===== config.mk =====
export PLATFORM = sky130hd
export DESIGN_NAME = framebuffer_scanout_flat
export DESIGN_NICKNAME = d
export VERILOG_FILES = /design/src/rtl/framebuffer_scanout_if.sv /design/src/rtl/framebuffer_scanout.sv /design/src/flat_wrapper.sv
export SDC_FILE = /design/constraint.sdc
export NUM_CORES = 1
export LEC_CHECK = 0
export CAP_MARGIN = 25
export CORE_MARGIN = 2
export CORE_UTILIZATION = 51
export CTS_CLUSTER_DIAMETER = 40
export DETAILED_ROUTE_END_ITERATION = 10
export GPL_ROUTABILITY_DRIVEN = 0
export PLACE_DENSITY_LB_ADDON = 0.2
export SKIP_CTS_REPAIR_TIMING = 1
export SLEW_MARGIN = 20
export SYNTH_ARGS = -nofsm -noshare
export SYNTH_HDL_FRONTEND = slang
export SYNTH_SLANG_ARGS = --single-unit

===== constraint.sdc =====
create_clock -name clk_pixel -period 6.6 [get_ports clk_pixel]
set_clock_uncertainty 0.1 [all_clocks]
set_input_delay 1.98 -clock clk_pixel [delete_from_list [all_inputs] [get_ports clk_pixel]]
set_output_delay 1.98 -clock clk_pixel [all_outputs]
set_load 0.02 [all_outputs]

===== src/rtl/framebuffer_scanout_if.sv =====
// framebuffer_scanout_if
//   Bundles the signals between the scanout engine, its two RAMs and the video sink.
//   master (scanout engine):
//     out framebuffer_rgb_addr[16:0]     palette-index RAM read address
//     in  framebuffer_rgb_out[7:0]       index RAM data, one clock after the address
//     out framebuffer_palette_addr[7:0]  palette RAM read address
//     in  framebuffer_palette_out[23:0]  palette RAM data {R,G,B}, one clock after the address
//     out video_rgb[23:0], video_de, video_hsync, video_vsync   (syncs active low)
//     out framebuffer_hblank, framebuffer_vblank                (status flags)
//   slave: the same signals with the directions reversed (RAMs, sink, status reader).
interface framebuffer_scanout_if;
    logic [16:0] framebuffer_rgb_addr;
    logic [7:0]  framebuffer_rgb_out;
    logic [7:0]  framebuffer_palette_addr;
    logic [23:0] framebuffer_palette_out;
    logic [23:0] video_rgb;
    logic        video_de;
    logic        video_hsync;
    logic        video_vsync;
    logic        framebuffer_hblank;
    logic        framebuffer_vblank;

    modport master (
        output framebuffer_rgb_addr, framebuffer_palette_addr,
        output video_rgb, video_de, video_hsync, video_vsync,
        output framebuffer_hblank, framebuffer_vblank,
        input  framebuffer_rgb_out, framebuffer_palette_out
    );

    modport slave (
        input  framebuffer_rgb_addr, framebuffer_palette_addr,
        input  video_rgb, video_de, video_hsync, video_vsync,
        input  framebuffer_hblank, framebuffer_vblank,
        output framebuffer_rgb_out, framebuffer_palette_out
    );
endinterface


===== src/rtl/framebuffer_scanout.sv =====
// framebuffer_scanout
//   Generates VGA-style timing and scans a pixel-doubled (2x2) palette-index
//   framebuffer out through a palette RAM.
//   Ports:
//     clk_pixel       pixel clock, the only clock
//     reset_n         asynchronous active-low reset
//     output_enabled  display enable, asynchronous to clk_pixel
//     bus             framebuffer_scanout_if.master: RAM addresses/data, video out, blank flags
//   Pipeline: stage 0 counters drive the index address; index arrives one clock
//   later and is used directly as palette address; colour arrives one clock after
//   that and is captured in the output register. Video outputs therefore trail the
//   counters by exactly 3 clocks.
module framebuffer_scanout #(
    parameter int H_ACTIVE = 640,
    parameter int H_FP     = 16,
    parameter int H_SYNC   = 96,
    parameter int H_BP     = 48,
    parameter int V_ACTIVE = 480,
    parameter int V_FP     = 10,
    parameter int V_SYNC   = 2,
    parameter int V_BP     = 33,
    parameter int FB_WIDTH = 320
) (
    input  logic                  clk_pixel,
    input  logic                  reset_n,
    input  logic                  output_enabled,
    framebuffer_scanout_if.master bus
);
    localparam int H_TOTAL = H_ACTIVE + H_FP + H_SYNC + H_BP;
    localparam int V_TOTAL = V_ACTIVE + V_FP + V_SYNC + V_BP;
    localparam int HW      = $clog2(H_TOTAL);
    localparam int VW      = $clog2(V_TOTAL);

    logic [HW-1:0] h_count;
    logic [VW-1:0] v_count;
    logic [16:0]   line_base;
    logic [16:0]   rgb_addr;
    logic          h_end, v_end, h_vis, v_vis, active;
    logic          hsync_raw, vsync_raw;
    logic [1:0]    oe_sync;
    logic          display_on;
    logic [1:0]    de_pipe, hs_pipe, vs_pipe;

    assign h_end = (h_count == HW'(H_TOTAL - 1));
    assign v_end = (v_count == VW'(V_TOTAL - 1));
    assign h_vis = (h_count < HW'(H_ACTIVE));
    assign v_vis = (v_count < VW'(V_ACTIVE));
    assign active = h_vis && v_vis;
    assign hsync_raw = !((h_count >= HW'(H_ACTIVE + H_FP)) &&
                         (h_count <  HW'(H_ACTIVE + H_FP + H_SYNC)));
    assign vsync_raw = !((v_count >= VW'(V_ACTIVE + V_FP)) &&
                         (v_count <  VW'(V_ACTIVE + V_FP + V_SYNC)));

    always_ff @(posedge clk_pixel or negedge reset_n) begin
        if (!reset_n) begin
            h_count   <= '0;
            v_count   <= '0;
            line_base <= '0;
        end else begin
            h_count <= h_end ? '0 : h_count + 1'b1;
            if (h_end) begin
                v_count <= v_end ? '0 : v_count + 1'b1;
                // Each framebuffer row is shown on two lines: step after odd lines.
                if (v_end)
                    line_base <= '0;
                else if (v_count[0] && v_vis)
                    line_base <= line_base + 17'(FB_WIDTH);
            end
        end
    end

    // After the last visible line line_base points one row past the buffer;
    // vertical blanking issues 0 instead so no out-of-range address is ever seen.
    always_comb begin
        rgb_addr = line_base;
        if (!v_vis)
            rgb_addr = '0;
        else if (h_vis)
            rgb_addr = line_base + 17'(h_count >> 1);
    end

    assign bus.framebuffer_rgb_addr     = rgb_addr;
    assign bus.framebuffer_palette_addr = bus.framebuffer_rgb_out;

    // display_on only changes at the frame origin so a frame is never half lit.
    always_ff @(posedge clk_pixel or negedge reset_n) begin
        if (!reset_n) begin
            oe_sync    <= '0;
            display_on <= 1'b0;
        end else begin
            oe_sync <= {oe_sync[0], output_enabled};
            if (h_count == '0 && v_count == '0)
                display_on <= oe_sync[1];
        end
    end

    always_ff @(posedge clk_pixel or negedge reset_n) begin
        if (!reset_n) begin
            de_pipe                <= '0;
            hs_pipe                <= '1;
            vs_pipe                <= '1;
            bus.video_rgb          <= '0;
            bus.video_de           <= 1'b0;
            bus.video_hsync        <= 1'b1;
            bus.video_vsync        <= 1'b1;
            bus.framebuffer_hblank <= 1'b0;
            bus.framebuffer_vblank <= 1'b0;
        end else begin
            de_pipe                <= {de_pipe[0], active};
            hs_pipe                <= {hs_pipe[0], hsync_raw};
            vs_pipe                <= {vs_pipe[0], vsync_raw};
            bus.video_de           <= de_pipe[1];
            bus.video_hsync        <= hs_pipe[1];
            bus.video_vsync        <= vs_pipe[1];
            bus.video_rgb          <= (de_pipe[1] && display_on) ? bus.framebuffer_palette_out : '0;
            // Status flags track the counters directly, not the video pipeline.
            bus.framebuffer_hblank <= !h_vis;
            bus.framebuffer_vblank <= !v_vis;
        end
    end
endmodule

===== src/flat_wrapper.sv =====
// flat-port wrapper written by rule: the top's interface ports become plain ports
module framebuffer_scanout_flat 
#(
    parameter int H_ACTIVE = 640,
    parameter int H_FP     = 16,
    parameter int H_SYNC   = 96,
    parameter int H_BP     = 48,
    parameter int V_ACTIVE = 480,
    parameter int V_FP     = 10,
    parameter int V_SYNC   = 2,
    parameter int V_BP     = 33,
    parameter int FB_WIDTH = 320
)
  (clk_pixel, reset_n, output_enabled, bus_framebuffer_rgb_addr, bus_framebuffer_palette_addr, bus_video_rgb, bus_video_de, bus_video_hsync, bus_video_vsync, bus_framebuffer_hblank, bus_framebuffer_vblank, bus_framebuffer_rgb_out, bus_framebuffer_palette_out);
  framebuffer_scanout_if bus_i ();
  input  logic clk_pixel;
  input  logic reset_n;
  input  logic output_enabled;
  output wire logic [$bits(bus_i.framebuffer_rgb_addr)-1:0] bus_framebuffer_rgb_addr;
  output wire logic [$bits(bus_i.framebuffer_palette_addr)-1:0] bus_framebuffer_palette_addr;
  output wire logic [$bits(bus_i.video_rgb)-1:0] bus_video_rgb;
  output wire logic [$bits(bus_i.video_de)-1:0] bus_video_de;
  output wire logic [$bits(bus_i.video_hsync)-1:0] bus_video_hsync;
  output wire logic [$bits(bus_i.video_vsync)-1:0] bus_video_vsync;
  output wire logic [$bits(bus_i.framebuffer_hblank)-1:0] bus_framebuffer_hblank;
  output wire logic [$bits(bus_i.framebuffer_vblank)-1:0] bus_framebuffer_vblank;
  input wire logic [$bits(bus_i.framebuffer_rgb_out)-1:0] bus_framebuffer_rgb_out;
  input wire logic [$bits(bus_i.framebuffer_palette_out)-1:0] bus_framebuffer_palette_out;
  assign bus_framebuffer_rgb_addr = bus_i.framebuffer_rgb_addr;
  assign bus_framebuffer_palette_addr = bus_i.framebuffer_palette_addr;
  assign bus_video_rgb = bus_i.video_rgb;
  assign bus_video_de = bus_i.video_de;
  assign bus_video_hsync = bus_i.video_hsync;
  assign bus_video_vsync = bus_i.video_vsync;
  assign bus_framebuffer_hblank = bus_i.framebuffer_hblank;
  assign bus_framebuffer_vblank = bus_i.framebuffer_vblank;
  assign bus_i.framebuffer_rgb_out = bus_framebuffer_rgb_out;
  assign bus_i.framebuffer_palette_out = bus_framebuffer_palette_out;
  framebuffer_scanout #(.H_ACTIVE(H_ACTIVE), .H_FP(H_FP), .H_SYNC(H_SYNC), .H_BP(H_BP), .V_ACTIVE(V_ACTIVE), .V_FP(V_FP), .V_SYNC(V_SYNC), .V_BP(V_BP), .FB_WIDTH(FB_WIDTH)) u_core (.clk_pixel(clk_pixel), .reset_n(reset_n), .output_enabled(output_enabled), .bus(bus_i));
endmodule

# After elaboration in Yosys (flattened, before gate mapping)
# Cells that the tools add are included.
# Widths: inputs -> output; s select.
[word_totals]
ff_bits = 75
input_bits = 35
word_cells = 47
output_inout_bits = 54
[op_classes]
n_mux = 7
n_eq_ne = 2
order_cmp = 6
reduce_logical = 14
n_addsub = 4
[op_table]
columns = ["cell", "n"]
rows = [
  ["$mux 17", 4],
  ["$mux 24", 1],
  ["$add 10x1->10 const B", 2],
  ["$eq 10x10->1 const B", 2],
  ["$logic_not 10->1", 2],
  ["$lt 10x10->1 const B", 2],
  ["$lt 10x9->1 const B", 2],
  ["$mux 10", 2],
  ["$add 17x9->17", 1],
  ["$add 17x9->17 const B", 1],
  ["$ge 10x10->1 const B", 1],
  ["$ge 10x9->1 const B", 1],
  ["$logic_and 1x1->1", 6],
  ["$logic_not 1->1", 4],
  ["$reduce_and 2->1", 1],
  ["$reduce_bool 2->1", 1],
]

# Depth between registers and ports, before layout
[depth]
depth_word = 4
depth_mapped = 8
mapped_depth_nobuf = 7

# Worst setup path after synthesis
# No wires, ideal clock.
[synth_timing]
path_type = "input -> output"
from = "input bus_framebuffer_rgb_out[0]"
to = "output bus_framebuffer_palette_addr[0]"
n_path_buf = 1
required_ns = 4.520
t_arrival_ns = 2.114
path_slack_ns = 2.406
cell_stages = 1
cell_sequence = "buf_4"
[synth_lines]
columns = ["item", "line_no", "rtl"]
rows = [
  ["from (decl)", "flat_wrapper.sv:27", "input wire logic [$bits(bus_i.framebuffer_rgb_out)-1:0] bus_framebuffer_rgb_out;"],
  ["to (decl)", "flat_wrapper.sv:20", "output wire logic [$bits(bus_i.framebuffer_palette_addr)-1:0] bus_framebuffer_palette_addr;"],
]
# No word-level cell between the ends.

# Worst setup path after layout
[layout_timing]
from = "register u_core.h_count[7]"
to = "output bus_framebuffer_rgb_addr[12]"
[layout_between]
elab_chain_cells = 3
word_cells_on_any_way = 4
classes_between = "1 x add/sub; 1 x order compare; 2 x mux"
[layout_lines]
columns = ["item", "line_no", "rtl"]
rows = [
  ["from (decl)", "framebuffer_scanout.sv:34", "logic [HW-1:0] h_count;"],
  ["from (signal assigned)", "framebuffer_scanout.sv:60", "h_count <= h_end ? '0 : h_count + 1'b1;"],
  ["$add 17x9->17 or $lt 10x10->1 (tied branches)", "framebuffer_scanout.sv:79, framebuffer_scanout.sv:46", ""],
  ["$mux 17 *", "framebuffer_scanout.sv:78", "else if (h_vis)"],
  ["$mux 17 *", "framebuffer_scanout.sv:76", "if (!v_vis)"],
  ["to (decl)", "flat_wrapper.sv:19", "output wire logic [$bits(bus_i.framebuffer_rgb_addr)-1:0] bus_framebuffer_rgb_addr;"],
]
# Every way passes the cells marked *; elsewhere a longest branch is shown, timed or not.

==> results list <==
- The flow ran to the end, and the final reports show no timing, DRC or antenna violations.
- TritonCTS sink count: 69
* TritonCTS clock tree: yes
* Slew margin rel.: 40.63%
- Of the available clock period, the critical path in the final layout requires around 77%.
* Reg2Reg Launch Point: u_core.h_count[0]
- Area share of the leading cell type in the synthesized netlist: 49.53%
* WP buf/inv: 2
- Crit-path leading delay family: buffers and inverters
- Summed over all failing endpoints, the final setup total negative slack is 0 ns.
- The number of failing hold endpoints at the final stage was 0.
* Sequential-to-total area share from yosys stat: between 50% and 60%
- STA puts the critical path data required time at 4.52 ns.
* Effective utilization at floorplan: a little over half
- Measured in cells, the most critical reg-to-reg path has a length of 6.
* Overflow left after global routing: 0
- The layout has 465 filler cells.
- Wire length of the first global-routing pass: 11,140 um
* CP Data Arrival Time: 3.02 ns
* Number of antenna-violating nets in the routed design: 0
- Die area: slightly below 7000 um^2
- After synthesis the netlist holds a flip-flop and latch count of a little under 70.
- Antenna diode count: 0
- Area growth syn-to-layout: 28.30%
* Buffers from clock root to sink, at most: 2
* Number of vias per cell after detailed routing: 5.464
* Worst Setup Slack, final: 1.497 ns
- In the final layout, the share of cells above drive strength 1 is 8.086%.
- Mapped Cells: 306
- The clock period could shrink to 5.103 ns.
- The final route contains roughly 2,400 vias.
- On the worst path, the slowest cell contributes a delay of 0.62 ns.
* Class of the tightest hold or removal check: flip-flop to flip-flop
- In this run, the number of DRC markers left after iteration 0 of detailed routing was 103.
- Critical path's most frequent cell: or3_1
* Count of synthesis-stage warnings from yosys: 0
* Total length of routed wires: 6584 um
- Cell depth of the worst hold path: 0
- Level count of the clock H-tree: 3
- The cell area that synthesis handed to floorplanning was 3183 um^2.
* Capturing element of the worst setup path: bus_framebuffer_rgb_addr[12]
- Clock transition time at the flip-flop clock pins of the worst setup and hold paths: roughly 0.080 ns
* Max-capacitance violation count: 0
* Sequential standard cell area: 1734 um^2
- At the pin with the least slew margin, the transition time is 0.8839 ns.
* Max-slew violations: 0
- Remaining design rule violation count: 0
- The multi-input combinational cells in the finished layout cover a total of 1286 um^2.
- Beginning of the critical path: u_core.h_count[7]
- For this design the ratio of total power to cell area is 200.1 nW/um^2.
- Die H: between 80 and 90 um
- The design draws 0.0008174 W.
- STA classifies the critical path endpoint as a primary output.
- Port buffer count: between 70 and 80
- Setup slack at placement: approximately 1.9 ns
- Worst skew pair latency: 0.33 ns
* Fmax: ~200 MHz
- Worst vdd rail ir drop: 0.1166 mV
- Avg Inst Size Synth: 10.40 um^2
- Before antenna repair, the detailed router went through 4 iterations.
- The number of nets handed over by synthesis was 349.
- Area of the core: about 6000 um^2
* Cell breakdown of the critical path: o21ai_1, inv_1, or3_1, or3_1, a21oi_1, clkdlybuf4s50_1
- Crit start category: flip-flop
- IO Pins: 89
- Buffers inserted during clock tree synthesis total 9.
- For this design the static power due to leakage is roughly 1.9 nW.
- The number of global-route vias before repair was 2,347.
- Sorting the synthesized cells by area gives the leading types as dfrtp_1 (50%), and3_1 (5.7%), dfstp_2 (5.0%), xnor2_1 (4.4%), nand2_1 (3.2%).
* Setup repair after global routing missed its margin: false
- Setup violations remaining at the end of the flow were counted as 0.
- Number of nets in the final layout: 409
- R2r endpoint: u_core.v_count[9]
* Avg WL per Cell: 14.76 um
- Pin count of the biggest net entering global routing: 70
* Standard-cell row count: 28
* Crit Path Max Fanout: 11
- Summed over all instances, the cell type with the most area after synthesis is dfrtp_1.
* Overall die width: 83 um
* Initial antenna violation count: 0
- CP max-delay cell: clkdlybuf4s50_1
* Stages on the worst setup path: 6
* Worst setup path class: flip-flop to primary output
- Summed over all nets, the half-perimeter wirelength after detailed placement is 4524 um.
- In the global route stage, overall resource usage came out at 20.01%.
- In this run the register-to-register setup slack is 4.10 ns.
- Root Buffer: clkbuf_8
- Synthesis instantiated 43 different standard cells from the library.
==> worst min-delay path by stage <==
stage / start / end
final: u_core.vs_pipe[0] / u_core.vs_pipe[1]
after global routing: u_core.vs_pipe[0] / u_core.vs_pipe[1]
after CTS: u_core.vs_pipe[0] / u_core.vs_pipe[1]
after detailed placement: u_core.de_pipe[0] / u_core.de_pipe[1]
after global placement: u_core.de_pipe[0] / u_core.de_pipe[1]
after floorplan: u_core.de_pipe[0] / u_core.de_pipe[1]
==> power breakdown <==
part / internal, W / total (W) / switching [W]
Clock: 0.000213 / 0.000371 / 0.000158
Combinational: 0.0000133 / 0.0000229 / 0.00000956
Sequential: 0.000423 / 0.000423 / 0.000000156
Total: 0.000649 / 0.000817 / 0.000168
==> stage by stage <==
step / hold WS, ns / utilization (%) / cell area (um^2) / instances
finish: 0.2480 / 68.17 / 4084 / 446
global route: 0.2497 / 68.17 / 4084 / 446
CTS: 0.2490 / 68.17 / 4084 / 446
detailed placement: 0.2404 / 64.56 / 3867 / 430
global placement: 0.2349 / 64.56 / 3867 / 430
floorplan: 0.2312 / - / 3183 / 306
==> Yosys cell counts (all sizes together) <==
cell     n
dfrtp   63
and3    29
nand2   27
nor2    24
o21ai   20
xnor2   16
buf     13
clkbuf  11
nor3    11
nor4     9
a21oi    8
ha       8
inv      8
and2     6
dfstp    6
or3      6
xor2     6
nand3    5
nand4    4
o31ai    4
or4      3
a21o     2
a22o     2
nand2b   2
nor2b    2
a211oi   1
a31oi    1
a41o     1
and4     1
mux2     1
nand3b   1
nand4b   1
o211a    1
o211ai   1
o31a     1
or2      1
==> routing by layer <==
| layer | track usage [%] | vias to the layer above | routed length (um) |
|---|---|---|---|
| met3 | 5.865 | 8 | 336 |
| met2 | 32.04 | 90 | 3193 |
| li1 | - | 1167 | - |
| met1 | 25.30 | 1172 | 2962 |
| met5 | 0 | - | 0 |
| met4 | 8.793 | 0 | 92 |
==> cells by family after synthesis <==
kind of cell,synth area share (%)
buffers and inverters,5.110
adder cells (fa/ha/maj),3.145
flip-flops,54.48
AND/OR/NAND/NOR,22.92
XOR/XNOR,6.053
multiplexers,0.3537
AO/OA/AOI/OAI,7.940
==> area by class of cell <==
class                           count  share of cell area (%)
Multi-Input combinational cell    205                   31.49
Sequential cell                    69                   42.46
Clock buffer                       10                   3.125
Clock inverter                      6                   2.175
Tap cell                           75                   2.298
Inverter                            8                  0.7353
Timing Repair Buffer               73                   17.71
==> cell usage in the layout, fill, tap and decap left out, types with 6 or more instances in the layout <==
| cell | instances |
|---|---|
| or3_1 | 6 |
| clkdlybuf4s50_1 | 71 |
| xnor2_1 | 16 |
| o21ai_0 | 19 |
| nand2_1 | 27 |
| xor2_1 | 6 |
| ha_1 | 8 |
| a21oi_1 | 8 |
| dfrtp_1 | 63 |
| and2_1 | 6 |
| and3_1 | 29 |
| inv_1 | 8 |
| nor3_1 | 11 |
| nor2_1 | 23 |
| clkbuf_8 | 9 |
| dfstp_2 | 6 |
| nor4_1 | 7 |
==> sequential cells by signal, indices dropped and copies added (netlist names), 2 cells and up <==
register,count
u_core.oe_sync,2
u_core.bus.video_rgb,24
u_core.line_base,11
u_core.hs_pipe,2
u_core.vs_pipe,2
u_core.v_count,10
u_core.de_pipe,2
u_core.h_count,10
(Power assumes the default switching activity.)
